==> src/rtl/disp_pkg.sv <==
// Shared constants, types and segment decode for the hex 7-segment scanner.
package disp_pkg;

  localparam int unsigned DATA_W = 32;
  localparam int unsigned AN_W   = 8;
  localparam int unsigned SEG_W  = 7;
  localparam int unsigned NIB_W  = 4;

  localparam logic [SEG_W-1:0] SEG_OFF = 7'h7F;
  localparam logic [AN_W-1:0]  AN_OFF  = 8'hFF;

  typedef logic [2:0] digit_idx_t;

  // Active-low {g,f,e,d,c,b,a} pattern for one hex nibble.
  function automatic logic [SEG_W-1:0] hex7(input logic [NIB_W-1:0] nibble);
    logic [SEG_W-1:0] pat;
    case (nibble)
      4'h0: pat = 7'h40;
      4'h1: pat = 7'h79;
      4'h2: pat = 7'h24;
      4'h3: pat = 7'h30;
      4'h4: pat = 7'h19;
      4'h5: pat = 7'h12;
      4'h6: pat = 7'h02;
      4'h7: pat = 7'h78;
      4'h8: pat = 7'h00;
      4'h9: pat = 7'h10;
      4'hA: pat = 7'h08;
      4'hB: pat = 7'h03;
      4'hC: pat = 7'h46;
      4'hD: pat = 7'h21;
      4'hE: pat = 7'h06;
      default: pat = 7'h0E;
    endcase
    return pat;
  endfunction

endpackage

==> src/rtl/disp_prescaler.sv <==
// Free-running divider; tick is high for one cycle every DIV clocks.
module disp_prescaler #(
  parameter int unsigned DIV = 100000
) (
  input  logic clk,
  input  logic rst,
  output logic tick
);

  localparam int unsigned CW = $clog2(DIV);

  logic [CW-1:0] cnt_q, cnt_d;
  logic          tick_q;

  if (DIV < 2) begin : g_bad_div
    $error("disp_prescaler: DIV must be >= 2");
  end

  always_comb begin
    cnt_d = cnt_q + CW'(1);
    if (cnt_q == CW'(DIV - 1)) cnt_d = '0;
  end

  // tick_q is precomputed from the next count so it is high exactly while cnt_q == DIV-1.
  always_ff @(posedge clk or negedge rst) begin
    if (!rst) begin
      cnt_q  <= '0;
      tick_q <= 1'b0;
    end else begin
      cnt_q  <= cnt_d;
      tick_q <= (cnt_d == CW'(DIV - 1));
    end
  end

  assign tick = tick_q;

endmodule

==> src/rtl/disp_hex_scan.sv <==
// 8-digit multiplexed hex display driver with per-frame snapshot and leading-zero blanking.
module disp_hex_scan
  import disp_pkg::*;
#(
  parameter int unsigned REFRESH_DIV = 100000,
  parameter int unsigned NUM_DIGITS  = 8
) (
  input  logic              clk,
  input  logic              rst,
  input  logic [DATA_W-1:0] data_reg,
  input  logic              en,
  input  logic              blank_lz,
  output logic [AN_W-1:0]   an,
  output logic [SEG_W-1:0]  seg,
  output logic              dp,
  output logic              frame_done
);

  if (NUM_DIGITS != 8) begin : g_bad_digits
    $error("disp_hex_scan: NUM_DIGITS must be 8");
  end

  logic              tick;
  digit_idx_t        digit_q, digit_d;
  logic [DATA_W-1:0] shadow_q, shadow_d;
  logic              frame_done_q, frame_done_d;
  logic [AN_W-1:0]   an_q, an_d;
  logic [SEG_W-1:0]  seg_q, seg_d;
  logic [4:0]        nib_base;
  logic [NIB_W-1:0]  nibble;
  logic [DATA_W-1:0] upper;
  logic              blank;
  logic              snap;

  disp_prescaler #(
    .DIV (REFRESH_DIV)
  ) u_prescaler (
    .clk  (clk),
    .rst  (rst),
    .tick (tick)
  );

  // Scan position and frame snapshot.
  always_comb begin
    snap         = tick && (digit_q == digit_idx_t'(7));
    digit_d      = digit_q;
    shadow_d     = shadow_q;
    frame_done_d = snap;
    if (tick) digit_d = digit_q + digit_idx_t'(1);
    if (snap) shadow_d = data_reg;
  end

  // Digit i is blank when it and every more-significant nibble are zero; digit 0 always shows.
  always_comb begin
    nib_base = {digit_q, 2'b00};
    nibble   = shadow_q[nib_base +: NIB_W];
    upper    = shadow_q >> nib_base;
    blank    = blank_lz && (digit_q != '0) && (upper == '0);
    an_d     = AN_OFF;
    seg_d    = SEG_OFF;
    if (en && !blank) begin
      an_d  = ~(AN_W'(1) << digit_q);
      seg_d = hex7(nibble);
    end
  end

  always_ff @(posedge clk or negedge rst) begin
    if (!rst) begin
      digit_q      <= '0;
      shadow_q     <= '0;
      frame_done_q <= 1'b0;
      an_q         <= AN_OFF;
      seg_q        <= SEG_OFF;
    end else begin
      digit_q      <= digit_d;
      shadow_q     <= shadow_d;
      frame_done_q <= frame_done_d;
      an_q         <= an_d;
      seg_q        <= seg_d;
    end
  end

  assign an         = an_q;
  assign seg        = seg_q;
  assign dp         = 1'b1;
  assign frame_done = frame_done_q;

endmodule

==> config.mk <==
export PLATFORM = sky130hd
export DESIGN_NAME = disp_hex_scan
export DESIGN_NICKNAME = d
export VERILOG_FILES = /design/src/rtl/disp_pkg.sv /design/src/rtl/disp_prescaler.sv /design/src/rtl/disp_hex_scan.sv
export SDC_FILE = /design/constraint.sdc
export NUM_CORES = 1
export LEC_CHECK = 0
export ABC_AREA = 1
export CORE_MARGIN = 5
export CORE_UTILIZATION = 56
export DETAILED_ROUTE_END_ITERATION = 12
export GPL_ROUTABILITY_DRIVEN = 0
export PLACE_DENSITY = 0.81
export RECOVER_POWER = 25
export SETUP_SLACK_MARGIN = 0.1
export SLEW_MARGIN = 15
export SYNTH_ARGS = -nofsm -noshare
export SYNTH_HDL_FRONTEND = slang
export SYNTH_HIERARCHICAL = 1
export SYNTH_SLANG_ARGS = --single-unit
==> constraint.sdc <==
create_clock -name clk -period 3 [get_ports clk]
set_input_delay 0.45 -clock clk [delete_from_list [all_inputs] [get_ports clk]]
set_output_delay 0.45 -clock clk [all_outputs]
set_load 0.05 [all_outputs]
== After elaboration in Yosys (flattened, before gate mapping) ==
Memory sizes are Yosys's and may differ from the RTL's.
Cells that the tools add are included.
Cells by class
  add/subtract/negate cells: 2
  equal/unequal tests: 3
  shifts and indexed selects: 3
  multiplexer cells: 3
  bitwise operators: 1
  reduce and logical (&&, ||, !) cells: 7
Operators by type and width (count)
  $eq A17 B17 Y1 const B: 2
  $logic_not A32 Y1: 1
  $shiftx A32 B6 Y4: 1
  $shr A32 B5 Y32: 1
  $add A17 B1 Y17 const B: 1
  $mux W17: 1
  $mux W8: 1
  $not A8 Y8: 1
  $shl A1 B3 Y8 const A: 1
  $mux W7: 1
  $logic_and A1 B1 Y1: 4
  $add A3 B1 Y3 const B: 1
  $eq A3 B3 Y1 const B: 1
  $reduce_bool A3 Y1: 1
  $logic_not A1 Y1: 1
Word-level totals
  bits in registers: 69
  ROM bits: 112
  input port bits: 36
  output and inout bits: 17
  logic and storage cells: 27
  memories: 1
Memory list
  (no name shown): depth 16, bits a word 7, read ports 1, clocked after Yosys merged registers in 0, wr ports 0, RTL line disp_pkg.sv:17  | case (nibble)

== Logic depth before layout (Yosys ltp) ==
Gate-level depths: netlist (run 1).
  word-level depth: 6
  mapped depth: 17
  gate-level depth less buffers: 15

== Cells and area by module ==
The synthesis (run 1) kept the hierarchy.
Modules (own cells, without submodules)
  disp_hex_scan: times used 1, cells each 415, area an instance 3015.4 sq um, sequential area each 1295.0 sq um
  disp_prescaler: times used 1, cells each 161, area an instance 1101.1 sq um, sequential area each 450.4 sq um

== Worst setup path before layout (run 1) ==
No wires, ideal clock.
  path type: register -> register
  start: register digit_q[1]
  end: register an_q[2], in the netlist an[2]
  setup time: 0.067 ns
  arrival time: 2.077 ns
  data required time: 2.933 ns
  setup slack: 0.856 ns
  stages on the path, launching flop included: 18
  path buffers: 3
  clock period less this slack: 2.144 ns
  path through: dfrtp_1 > inv_2 > buf_2 > buf_2 > nand3_1 > nand3_1 > nand2_1 > inv_1 > ha_1 > nand3_1 > a21oi_1 > nand2_1 > nor2_1 > nand2_1 > inv_2 > nand2_4 > buf_6 > nand3_2
Between the ends
  word-level cells in the longest chain between the ends: 6
  elaborated cells between the ends (all ways): 10
  those cells by class: 2 x shift; 1 x mux; 1 x bitwise; 6 x reduce/logical
RTL lines
  start: declaration: RTL line disp_hex_scan.sv:24  | digit_idx_t digit_q, digit_d;
  start signal: assignment: RTL line disp_hex_scan.sv:75  | digit_q <= digit_d;
  $shr A32 B5 Y32 / $reduce_bool A3 Y1 (equally long branches): RTL line disp_hex_scan.sv:57, disp_hex_scan.sv:58
  $logic_not A32 Y1 / $logic_and A1 B1 Y1 (equally long branches): RTL line disp_hex_scan.sv:58  | blank = blank_lz && (digit_q != '0) && (upper == '0);
  $logic_and A1 B1 Y1: RTL line disp_hex_scan.sv:58
  $logic_not A1 Y1: RTL line disp_hex_scan.sv:61  | if (en && !blank) begin
  $logic_and A1 B1 Y1: RTL line disp_hex_scan.sv:61
  $mux W8 *: RTL line disp_hex_scan.sv:61
  named net an_d[2]: RTL line disp_hex_scan.sv:27  | logic [AN_W-1:0] an_q, an_d;
  end signal: assignment: RTL line disp_hex_scan.sv:78  | an_q <= an_d;
  end: declaration: RTL line disp_hex_scan.sv:27
The timed path passes the listed nets; every way through them passes the cells marked *.
A chain may end at the register's enable or synchronous reset.

== Worst setup path after layout (run 1) ==
  start: register digit_q[1]
  end: register an_q[0], in the netlist an[0]
Same word-level chain as after synthesis.

==> results of run 1 <==
[cells by family (layout without fill, tap and decap cells)]
group / Yosys count / in the layout / synth area share [%]
adders and majority gates: 13 / 13 / 3.95
xor gates and xnor gates: 4 / 4 / 0.851
other: 1 / 1 / 0.0911
and+or+nand+nor: 371 / 371 / 39.4
AOI/OAI and AO/OA: 36 / 36 / 4.86
buffers and inverters: 82 / 135 / 8.45
DFF: 69 / 69 / 42.4
[cell usage in the layout (no fill, tap or decap), types with 2 or more instances in the layout]
master | synthesis | final
nand3b_1 | 2 | 2
clkdlybuf4s50_1 | 0 | 50
and2_1 | 2 | 2
nand2_2 | 9 | 9
bufinv_16 | 0 | 3
nand2_1 | 216 | 216
xor2_1 | 3 | 3
ha_1 | 13 | 13
nor3_1 | 6 | 6
dfstp_2 | 15 | 15
dfrtp_1 | 54 | 54
o21ai_1 | 5 | 5
nand2_4 | 2 | 2
nand3_2 | 11 | 11
buf_4 | 2 | 4
nor2_2 | 5 | 5
nor2_1 | 52 | 52
o21ai_0 | 19 | 19
clkbuf_1 | 4 | 2
inv_2 | 7 | 7
a21oi_1 | 5 | 5
nand4_1 | 4 | 4
o21ai_2 | 2 | 2
nand3_1 | 60 | 60
clkbuf_8 | 0 | 9
o21bai_1 | 2 | 2
inv_1 | 56 | 56
[power by group through the flow]
stage | clock [uW] | combinational, uW | sequential, uW
global placement | 0 | 93.9 | 954
CTS | 926 | 95.5 | 937
global route | 963 | 99.3 | 938
detailed placement | 0 | 95.2 | 955
finish | 910 | 90.6 | 938
floorplan | 0 | 8.58 | 968
[stage by stage]
| step | cells | setup slack (ns) | cell area [um2] | total power (uW) |
|---|---|---|---|---|
| 2_1_floorplan | 576 | 0.856 | 4120 | 977 |
| 5_1_grt | 728 | 0.206 | 4910 | 2000 |
| 3_3_place_gp | 712 | 0.707 | 4680 | 1050 |
| 3_5_place_dp | 712 | 0.565 | 4680 | 1050 |
| 6_report | 728 | 0.479 | 4910 | 1940 |
| 4_1_cts | 728 | 0.511 | 4920 | 1960 |
[cell type report]
class,instances,area [um2],share of cell area (%)
clock inverter,6,110,2.24
timing repair buffer,56,539,11.0
multi-input combinational,425,2020,41.2
tap,99,124,2.52
sequential,69,1750,35.6
inverter,63,236,4.82
clock buffer,10,128,2.60
[sequential cells by signal, indices dropped and copies added, names as in the netlist]
name               flops
an                     8
digit_q                3
frame_done             1
seg                    7
shadow_q              32
u_prescaler/cnt_q     17
u_prescaler/tick       1
[layer usage]
metal  up-vias  wire length, um  track usage (%)
met5         -                0                0
met4         0              206             10.3
met3        23              532             4.38
met2       124             4730             37.6
met1      1719             4300             30.4
li1       1888                -                -
[cells in the mapped netlist (all sizes together) (4+ instances only)]
master	instances
dfrtp	54
clkbuf	4
o21ai	26
nand2	227
nor2	57
ha	13
buf	15
nor3	6
dfstp	15
inv	63
a21oi	5
nand3	71
nand4	4
[how the worst max path moves through the flow]
stage | startpoint | slack, ns | end
2_1_floorplan | digit_q[1]$_DFFE_PN0P_ | 0.86 | an[2]$_DFF_PN1_
3_3_place_gp | digit_q[1]$_DFFE_PN0P_ | 0.71 | an[6]$_DFF_PN1_
3_5_place_dp | digit_q[1]$_DFFE_PN0P_ | 0.57 | an[1]$_DFF_PN1_
4_1_cts | digit_q[1]$_DFFE_PN0P_ | 0.51 | an[0]$_DFF_PN1_
5_1_grt | digit_q[1]$_DFFE_PN0P_ | 0.21 | seg[6]$_DFF_PN1_
6_report | digit_q[1]$_DFFE_PN0P_ | 0.48 | an[0]$_DFF_PN1_
[worst register-to-register path: stages (launching register included)]
cell	delay [ns]
dfrtp_1	0.68
inv_2	0.28
nand3_1	0.17
nand2_1	0.09
o21ai_2	0.23
inv_2	0.11
ha_1	0.23
nand3_1	0.09
a21oi_1	0.04
nand2_1	0.06
nor2_1	0.03
nand2_1	0.06
inv_2	0.04
nand2_4	0.18
nand3_1	0.11
==> impl_metrics.toml, run 1 <==
[outcome]
status = "finished, violations left"
violations = "capacitance limit, slew limit"

[floorplanning]
die_h_um = 95.7
ios = 53
coreArea_mm2 = 0.00721
initial_utilization_pct = 57.1
rows = 31
chipWidth_um = 95.7
die-area_mm2 = 0.00917

[power]
ir_drop_mv = 0.328
power.density_mw_per_mm2 = 395
power.leakage_uw = 0.00250
p_seq_share_pct = 48.4
power_frac_comb_pct = 4.7
swShare_pct = 20.8
p_switching_uw = 403
p_clk_share_pct = 46.9
p_int_uw = 1540

[critical_path]
cp-end-kind = "flip-flop"
path_buf_inv = 3
cp_slowest_stage_delay_ns = 0.68
cp-start-kind = "flip-flop"
path_max_fanout = 21
path_delay_family = "simple AND/OR/NAND/NOR gates"
arrival_ns = 2.75
crit_type = "flip-flop to flip-flop"
ff2ff_setup_slack_ns = 0.48
worst-path-stages = 14
slowest_stage = "dfrtp_1"
cp_cell_sequence = "inv_2 -> nand3_1 -> nand2_1 -> o21ai_2 -> inv_2 -> ha_1 -> nand3_1 -> a21oi_1 -> nand2_1 -> nor2_1 -> nand2_1 -> inv_2 -> nand2_4 -> nand3_1"
cp.required_ns = 3.23
r2r_cells = 14
timing.rr.end = "an[0]$_DFF_PN1_"
rr_startpoint = "digit_q[1]$_DFFE_PN0P_"

[logic_synthesis]
ys_warn_count = 6
syn_area_mm2 = 0.00412
synth_ff_type = "dfrtp_1"
synth_top_cell_by_area = "dfrtp_1"
synth_enable_flop_cells = 0
syn_nets = 625
synth.avg_cell_area_um2 = 7.15
synth_seq_cells = 69
postSynthCellCount = 576
yosysUniqueCellTypes = 34
synth.top_cells.by_area = "dfrtp_1 (33%), nand2_1 (20%), dfstp_2 (9.6%)"
async_flop_share_pct = 100
yosysTopAreaCellShare_pct = 32.8
yosysSeqAreaShare_pct = 42.4

[sta]
final-hold-violation-count = 0
fin_crit_ns = 2.52
finalCritPeriodShare_pct = 84.0
finalSetupTns_ns = 0
timing.fmax_ghz = 0.397
setup_violations = 0
slew_viol_final = 32
rsz0062_at_grt = "no"
skew_ns = 0.0157
tightest_slew_ns = 1.62
finalHoldWorstSlack_ns = 0.504
maxSlewHeadroom_pct = -8.13

[clock_tree]
clk_pin_slew_worst_paths_ns = 0.09
cts_tree = "built"
post_cts_buffers = 0
clock_sinks = 69
clockRootBuffer = "clkbuf_8"
postCtsResizedCells = 0
clock_path_buffers = 2
clk_latency_ns = 0.35
postCtsHoldBufs = 0
cts_made_buffers = 9
htree_levels = 3

[global_routing]
grt_util_all_layers_pct = 23.2
grt_pass1_vias = 3660
grt_max_degree = 40
antenna_found_initial = 0
overflow = 0
grt_pass1_wl_um = 16500

[finish]
fill_cells = 656
drive_gt1_share_pct = 11.4
num_antenna_cells = 0
synthToLayoutAreaGrowth_pct = 19.2
final_core_util_pct = 68.0
final_nets = 673

[min_path]
hp-class = "primary input to asynchronous set/reset pin"

[detailed_routing]
antenna_left = 0
drt-total-wl_um = 9760
firstDrtPassIters = 4
initialDrtViolationCount = 260
routed_via_density = 5.16
drcViolationCount = 0
wl_per_cell_um = 13.4
vias = 3754

[placement]
port_buffers = 51
place_hpwl_um = 7200

[run]
max_cap_violations = 1
Note: power is estimated with default switching activity, not from simulation.
==> inputs of run 2 (changes only) <==
- clock period: 3 -> 2.5 ns (I/O delays scaled with it)
==> run 2 against run 1 <==
The flow still finishes with violations (capacitance limit, slew limit). Clock power increased by 14%. Combinational power increased by 24%. Sequential share of layout area decreased by 0.49 points. Global-route usage decreased by 0.52 points. Cell area increased by 1.4%. Total power increased by 17%. Fmax increased by 17%. Critical path depth increased by 1. Worst hold slack got worse by 0.097 ns. Non-clock buffer count increased by 4. Routed wire length decreased by 0.20%. Final cell count increased by 0.55%. Critical endpoint is now an[1]$_DFF_PN1_. Highest routed layer unchanged.
==> impl_metrics.toml, run 2 (synthesis results as in run 1) <==
[outcome]
status = "finished, violations left"
violations = "capacitance limit, slew limit"

[clock_tree]
clk_latency_ns = 0.34
cts_made_buffers = 9
htree_levels = 3
clk_pin_slew_worst_paths_ns = 0.07
clock_path_buffers = 2
cts_tree = "built"
clockRootBuffer = "clkbuf_8"
clock_sinks = 69

[detailed_routing]
vias = 3819
antenna_left = 0
wl_per_cell_um = 13.3
drt-total-wl_um = 9740
firstDrtPassIters = 6
routed_via_density = 5.22
initialDrtViolationCount = 312
drcViolationCount = 0

[power]
swShare_pct = 21.2
p_int_uw = 1790
power.density_mw_per_mm2 = 457
p_switching_uw = 482
p_clk_share_pct = 45.6
power_frac_comb_pct = 4.9
ir_drop_mv = 0.301
p_seq_share_pct = 49.5
power.leakage_uw = 0.00253

[placement]
dp_slack_ns = 0.266
dp.cells = 716
place_hpwl_um = 7110
port_buffers = 51

[floorplanning]
die-area_mm2 = 0.00917
initial_utilization_pct = 57.1
chipWidth_um = 95.7
die_h_um = 95.7
coreArea_mm2 = 0.00721
ios = 53
rows = 31

[critical_path]
crit_type = "flip-flop to flip-flop"
path_buf_inv = 3
cp_cell_sequence = "buf_12 -> nand2_1 -> nand3_1 -> nand2_1 -> o21ai_4 -> inv_2 -> ha_1 -> nand3_1 -> a21oi_1 -> nand2_1 -> nor2_1 -> nand2_1 -> inv_2 -> nand2_4 -> nand3_1"
path_max_fanout = 32
path_common_cell = "nand2_1"
slowest_stage = "dfrtp_1"
cp.required_ns = 2.74
cp-end-kind = "flip-flop"
cp_slowest_stage_delay_ns = 0.44
cp-start-kind = "flip-flop"
path_delay_family = "simple AND/OR/NAND/NOR gates"
arrival_ns = 2.40

[sta]
slew_viol_final = 27
rsz0062_at_grt = "no"
finalCritPeriodShare_pct = 86.5
setup_violations = 0
timing.fmax_ghz = 0.463
skew_ns = 0.00616
fin_ws_ns = 0.339
final-hold-violation-count = 0
fin_crit_ns = 2.16
maxSlewHeadroom_pct = -3.22
tightest_slew_ns = 1.55
finalSetupTns_ns = 0

[global_routing]
grt_pass1_vias = 3646
grt_util_all_layers_pct = 22.7
overflow = 0
antenna_found_initial = 0
grt_pass1_wl_um = 16200
grt_max_degree = 48

[run]
max_cap_violations = 1

[finish]
final_cell_mix = "nand2_1 (215), nand3_1 (60), inv_1 (56)"
layout.cells.non_filler = 732
layout_commonest_cell = "nand2_1"
largest_reg_flops = 32
drive_gt1_share_pct = 12.5
top_register = "shadow_q"
final_nets = 677
synthToLayoutAreaGrowth_pct = 20.9
fill_cells = 622
num_antenna_cells = 0

[min_path]
hp-class = "primary input to asynchronous set/reset pin"
[run 2: path summary, 6_finish.rpt]
check	from	end	slack, ns	depth (start not counted)
min in group clk	u_prescaler/cnt_q[0]$_DFF_PN0_	u_prescaler/cnt_q[0]$_DFF_PN0_	0.49	1
setup reg to reg	digit_q[0]$_DFFE_PN0P_	an[1]$_DFF_PN1_	0.34	15
setup / recovery	digit_q[0]$_DFFE_PN0P_	an[1]$_DFF_PN1_	0.34	15
hold reg to reg	u_prescaler/cnt_q[0]$_DFF_PN0_	u_prescaler/cnt_q[0]$_DFF_PN0_	0.49	1
max in group asynchronous	rst	an[1]$_DFF_PN1_	1.13	2
hold / removal	rst	shadow_q[13]$_DFFE_PN0P_	0.41	1
[run 2: timing repair]
item | in CTS | in global routing
endpoints found under the setup margin | 0 | 15
hold buffers | 0 | 0
hold endpoints to repair | 0 | 0
gates resized for setup | 0 | 7
buffers inserted | 0 | 0
[run 2: metrics by stage]
step | total power [uW] | util (%) | hold slack (ns) | area (um2)
finish | 2270 | 69.0 | 0.407 | 4970
global route | 2350 | 69.0 | 0.497 | 4970
CTS | 2300 | 68.6 | 0.0612 | 4950
detailed placement | 1260 | 65.3 | 0.430 | 4710
global placement | 1260 | 65.3 | 0.416 | 4710
floorplan | 1170 | - | 0.0794 | 4120
[run 2: metal layers]
metal  up-vias  wire [um]  GRT usage, %
li1       1903          -             -
met1      1734       4220          30.0
met2       154       4610          35.8
met3        28        638          4.77
met4         0        275          10.5
met5         -          0             0
[run 2: power groups by stage]
stage | registers (uW) | clock network, uW | logic (uW)
2_1_floorplan | 1160 | 0 | 10.3
3_3_place_gp | 1150 | 0 | 113
3_5_place_dp | 1150 | 0 | 114
4_1_cts | 1120 | 1060 | 115
5_1_grt | 1120 | 1100 | 122
6_report | 1120 | 1040 | 112
[run 2: cell type report]
type                    instances  area, um2  area share (%)
repair buffers                 60        597            12.0
inverters                      63        239            4.80
clock inverters                 4       48.8           0.981
well taps                      99        124            2.49
multi-input cells             425       2030            40.9
flip-flops and latches         69       1750            35.1
clock buffers                  12        188            3.77
[run 2: worst register-to-register path: stages (launching register included)]
cell and delay [ns]:
dfrtp_1 0.44, buf_12 0.21, nand2_1 0.10, nand3_1 0.10, nand2_1 0.10, o21ai_4 0.20
inv_2 0.10, ha_1 0.22, nand3_1 0.08, a21oi_1 0.04, nand2_1 0.06, nor2_1 0.04
nand2_1 0.06, inv_2 0.04, nand2_4 0.17, nand3_1 0.11
